`config.mk`:
```
export PLATFORM = sky130hd
export DESIGN_NAME = roc_master
export DESIGN_NICKNAME = d
export VERILOG_FILES = /design/src/rtl/roc_master.sv
export SDC_FILE = /design/constraint.sdc
export NUM_CORES = 1
export LEC_CHECK = 0
export ABC_AREA = 1
export CORE_AREA = 2 2 71 73
export DETAILED_ROUTE_END_ITERATION = 8
export DIE_AREA = 0 0 73 75
export PLACE_DENSITY_LB_ADDON = 0.12
export REMOVE_ABC_BUFFERS = 1
export SLEW_MARGIN = 20
export SYNTH_ARGS = -nofsm -noshare
export SYNTH_HDL_FRONTEND = slang
export SYNTH_SLANG_ARGS = --single-unit
```
`constraint.sdc`:
```
create_clock -name clk -period 3.4 [get_ports clk]
set_input_delay 0.34 -clock clk [delete_from_list [all_inputs] [get_ports clk]]
set_output_delay 0.34 -clock clk [all_outputs]
set_load 0.01 [all_outputs]
```
`src/rtl/roc_master.sv`:
```
`default_nettype none
// ============================================================================
// Module   : roc_master
// Purpose  : Host-side initiator for the read-once-clear memory bus. Accepts
//            one host command at a time over a valid/ready handshake, runs a
//            single bus cycle for a write or a read-then-capture for a read,
//            and returns read data on a valid/ready response channel. A
//            per-address "fresh" bitmap lets the host tell a first read after
//            a write from a repeat read. Repeat reads are tallied in a
//            saturating counter.
// Ports    : clk                      - rising-edge clock
//            rst                      - asynchronous active-low reset
//            cmd_valid/cmd_ready      - host command handshake
//            cmd_wr/cmd_addr/cmd_data - command fields (data unused on reads)
//            rsp_valid/rsp_ready      - read response handshake
//            rsp_data/rsp_fresh       - captured read word and fresh flag
//            stale_cnt                - saturating count of non-fresh reads
//            mem_wr/mem_addr/mem_data - memory bus outputs
//            mem_rdata                - memory registered read data
// Revision : 1.0 - initial release
// ============================================================================
module roc_master #(
  parameter int DW  = 8,
  parameter int AW  = 4,
  parameter int DEP = 16,
  parameter int CW  = 8
) (
  input  logic          clk,
  input  logic          rst,
  input  logic          cmd_valid,
  output logic          cmd_ready,
  input  logic          cmd_wr,
  input  logic [AW-1:0] cmd_addr,
  input  logic [DW-1:0] cmd_data,
  output logic          rsp_valid,
  input  logic          rsp_ready,
  output logic [DW-1:0] rsp_data,
  output logic          rsp_fresh,
  output logic [CW-1:0] stale_cnt,
  output logic          mem_wr,
  output logic [AW-1:0] mem_addr,
  output logic [DW-1:0] mem_data,
  input  logic [DW-1:0] mem_rdata
);

  typedef enum logic [2:0] {
    IDLE  = 3'd0,
    WRITE = 3'd1,
    RD    = 3'd2,
    CAP   = 3'd3,
    RESP  = 3'd4
  } state_t;

  localparam logic [CW-1:0] STALE_MAX = {CW{1'b1}};

  state_t         state;
  logic [DEP-1:0] fresh;

  // mem_addr/mem_data double as the latched command fields: they are loaded
  // on accept and parked afterwards, so no separate command register exists.
  always_ff @(posedge clk or negedge rst) begin
    if (!rst) begin
      state     <= IDLE;
      cmd_ready <= 1'b1;
      rsp_valid <= 1'b0;
      rsp_data  <= '0;
      rsp_fresh <= 1'b0;
      stale_cnt <= '0;
      fresh     <= '0;
      mem_wr    <= 1'b0;
      mem_addr  <= '0;
      mem_data  <= '0;
    end else begin
      case (state)
        IDLE: begin
          if (cmd_valid && cmd_ready) begin
            cmd_ready <= 1'b0;
            mem_addr  <= cmd_addr;
            if (cmd_wr) begin
              mem_wr   <= 1'b1;
              mem_data <= cmd_data;
              state    <= WRITE;
            end else begin
              state    <= RD;
            end
          end
        end
        WRITE: begin
          mem_wr          <= 1'b0;
          fresh[mem_addr] <= 1'b1;
          cmd_ready       <= 1'b1;
          state           <= IDLE;
        end
        RD: begin
          // Memory registers its read word at the end of this cycle.
          state <= CAP;
        end
        CAP: begin
          rsp_data        <= mem_rdata;
          rsp_fresh       <= fresh[mem_addr];
          fresh[mem_addr] <= 1'b0;
          if (!fresh[mem_addr] && (stale_cnt != STALE_MAX)) begin
            stale_cnt <= stale_cnt + CW'(1);
          end
          rsp_valid <= 1'b1;
          state     <= RESP;
        end
        RESP: begin
          if (rsp_ready) begin
            rsp_valid <= 1'b0;
            cmd_ready <= 1'b1;
            state     <= IDLE;
          end
        end
        default: begin
          mem_wr    <= 1'b0;
          rsp_valid <= 1'b0;
          cmd_ready <= 1'b1;
          state     <= IDLE;
        end
      endcase
    end
  end

endmodule
`default_nettype wire

```
==> flow_summary.yaml <==
outcome:
  status: "finished, final reports clean"
detailed_routing:
  wl_per_cell_um: 13.70
  drt_wl_total_um: 5192
  drtPass1Iterations: 4
  drt_iter0_drc: 143
  vias: 1995
  vias_per_cell: 5.264
  ant_nets: 0
  drc_errors: 0
floorplanning:
  io_pins: 57
  die_w_um: 73
  floorplan.initialDensity: 0.5111
  die_h_um: 75
  core_area_um2: 4661
  dieArea_um2: 5475
  row_count: 25
critical_path:
  reg2reg_depth: 5
  slowest_stage: "clkdlybuf4s50_1"
  cp_slowest_stage_delay_ps: 630
  r2r_slack_ps: 1570
  critPathLaunch: "mem_addr[0]"
  critPathArrivalTime_ps: 1510
  path_buf_inv: 1
  cp-endpoint: "mem_addr[0]"
  cp_top_family: "buffers and inverters"
  cp.required_ps: 3060
  cp_cell_sequence: "clkdlybuf4s50_1"
  crit_cells: 1
  worstSetupEndpointType: "output port"
  start_kind: "register"
  r2r_start: "mem_addr[0]"
  critPathKind: "reg -> out"
  crit_path_max_fanout: 12
power:
  power_density_nw_per_um2: 881.0
  switching_share: 0.3834
  p_clk_frac: 0.163
  vdd_drop_max_mv: 0.4306
  p_seq_frac: 0.402
  pwr-share-comb: 0.435
  p_int_w: 0.001684
  switchingPower_w: 0.001047
  leakage_nw: 1.468
placed_design:
  place_hpwl_um: 3754
  routabilityCongestion: 0.8250
  place_inst: 371
  port_buffers: 56
cts:
  clock_path_buffers: 2
  postCtsSetupRepairBufs: 0
  cts_max_level: 2
  holdBufCountCts: 0
  cts_root_buf: "clkbuf_8"
  cts_sinks: 51
  path_clk_slew_ps: 90
  worst_skew_pair.late_latency_ps: 310
  cts_tree: "yes"
  numCtsBuffers: 5
  cts-resized-gates: 0
synthesis:
  ys_top_cells_by_area: "dfrtp_1, nand2_1, mux2_2, o21ai_0, nand4_1"
  synthAdderAreaFrac: 0.005252
  synthTopCellsByCount: "nand2_1, dfrtp_1, inv_1"
  async_flop_share: 1.000
  synth_top_family_by_area: "simple AND/OR/NAND/NOR gates"
  synth_mux_area_frac: 0.04727
  yosys.area_share.xor_xnor: 0.02206
  synthFlopType: "dfrtp_1"
  synth-compound-area-share: 0.07721
  yosysMostFrequentCell: "nand2_1"
  ys_seq_elements: 51
  synth_largest_area_cell: "dfrtp_1"
  synth-edff-count: 0
  yosysSeqAreaShare: 0.5362
  yosysTopAreaCellShare: 0.5252
  syn_inst: 266
  syn_avg_cell_area_um2: 8.956
  yosysWarnings: 0
  synth-simple-area-share: 0.2710
  synth.distinct_cells: 30
  syn_area_um2: 2382
finish:
  multi_input_area_um2: 1007
  seq_area_um2: 1277
  n_fill_cell: 370
  antennaDiodeCount: 0
  final_nets: 350
  final_cells: 379
  syn_to_final_growth_pct: 30.15
  drive_gt1_frac: 0.1046
sta:
  fin_skew_ps: 7.934
  finalCriticalPeriod_ps: 1853
  fmax_mhz: 539.7
  finalSetupTns_ps: 0
  rsz0062_at_grt: "false"
  slew_viol_final: 0
  period_share: 0.5450
  relSlewSlack: 0.5115
  holdWs_ps: 66.59
  setup_viol: 0
  hold_viol: 0
  worstMarginPinSlew_ps: 727.1
grt:
  track_usage: 0.2185
  gr-total-overflow: 0
  antenna_found_initial: 0
  grt_pass1_vias: 1913
  grt_pass1_wl_um: 8997
  grt_max_degree: 32
hold_path:
  min_path_type: "in -> async"
job:
  max-cap-violations: 0
-- through the flow --
stage | area [um^2] | worst slack [ps] | util | power (W)
final | 3100 | 1547 | 0.6652 | 0.002732
after global routing | 3100 | 1353 | 0.6652 | 0.002958
after detailed placement | 2979 | 1474 | 0.6392 | 0.002298
after CTS | 3100 | 1542 | 0.6652 | 0.002754
after global placement | 2979 | 1497 | 0.6392 | 0.002276
after floorplan | 2341 | 1214 | - | 0.001748
-- area by class of cell --
cell class	count	area share
Clock inverter	2	0.01251
Sequential cell	51	0.4120
Tap cell	54	0.02179
Multi-Input combinational cell	193	0.3249
Clock buffer	6	0.02663
Inverter	15	0.01816
Timing Repair Buffer	58	0.1840
-- cells in the final DEF, fill, tap and decap left out, drive strengths merged --
cell type      instances
nand2                108
clkdlybuf4s50         55
dfrtp                 50
inv                   16
o21ai                 13
a21oi                 11
mux2                  10
nor2                  10
nand4                 10
nor3                   8
a31oi                  6
clkbuf                 6
nand3                  6
xor2                   4
buf                    3
xnor2                  2
or2                    2
o211ai                 1
a211oi                 1
ha                     1
bufinv                 1
dfstp                  1
-- layer usage --
| metal | vias up | GRT usage | part of all wire |
|---|---|---|---|
| li1 | 987 | - | - |
| met3 | 7 | 0.06560 | 0.068 |
| met1 | 923 | 0.2878 | 0.45 |
| met5 | - | 0 | 0 |
| met4 | 0 | 0.09877 | 0.015 |
| met2 | 78 | 0.3353 | 0.46 |
-- cells by family (layout without fill, tap and decap cells) --
kind of cell,Yosys count,in the layout
AND/OR/NAND/NOR,144,144
flip-flops,51,51
AO/OA/AOI/OAI,32,32
buffers and inverters,22,81
multiplexers,10,10
XOR/XNOR,6,6
adder cells (fa/ha/maj),1,1
-- worst reg2reg max path, cell delays in order, from the launching register on --
cell	delay [ps]
dfrtp_1	580
inv_2	180
nor3_1	640
nand2_1	150
nand2_1	90
o21ai_0	70
-- worst min path at each step --
stage,start,end,slack [ps],depth (start not counted)
after CTS,rst,asynchronous set/reset pin,80,1
after floorplan,rst,asynchronous set/reset pin,40,0
after global placement,rst,asynchronous set/reset pin,420,1
after global routing,rst,rsp_data[4],110,1
after detailed placement,rst,asynchronous set/reset pin,420,1
final,rst,asynchronous set/reset pin,70,1
-- power by group through the flow --
stage	registers, W	logic, W	clock network [W]
floorplan	0.00113	0.000616	0
global placement	0.00110	0.00117	0
detailed placement	0.00110	0.00120	0
CTS	0.00110	0.00120	0.000458
global route	0.00114	0.00134	0.000482
finish	0.00110	0.00119	0.000446
Power figures use the tool's default switching activity.
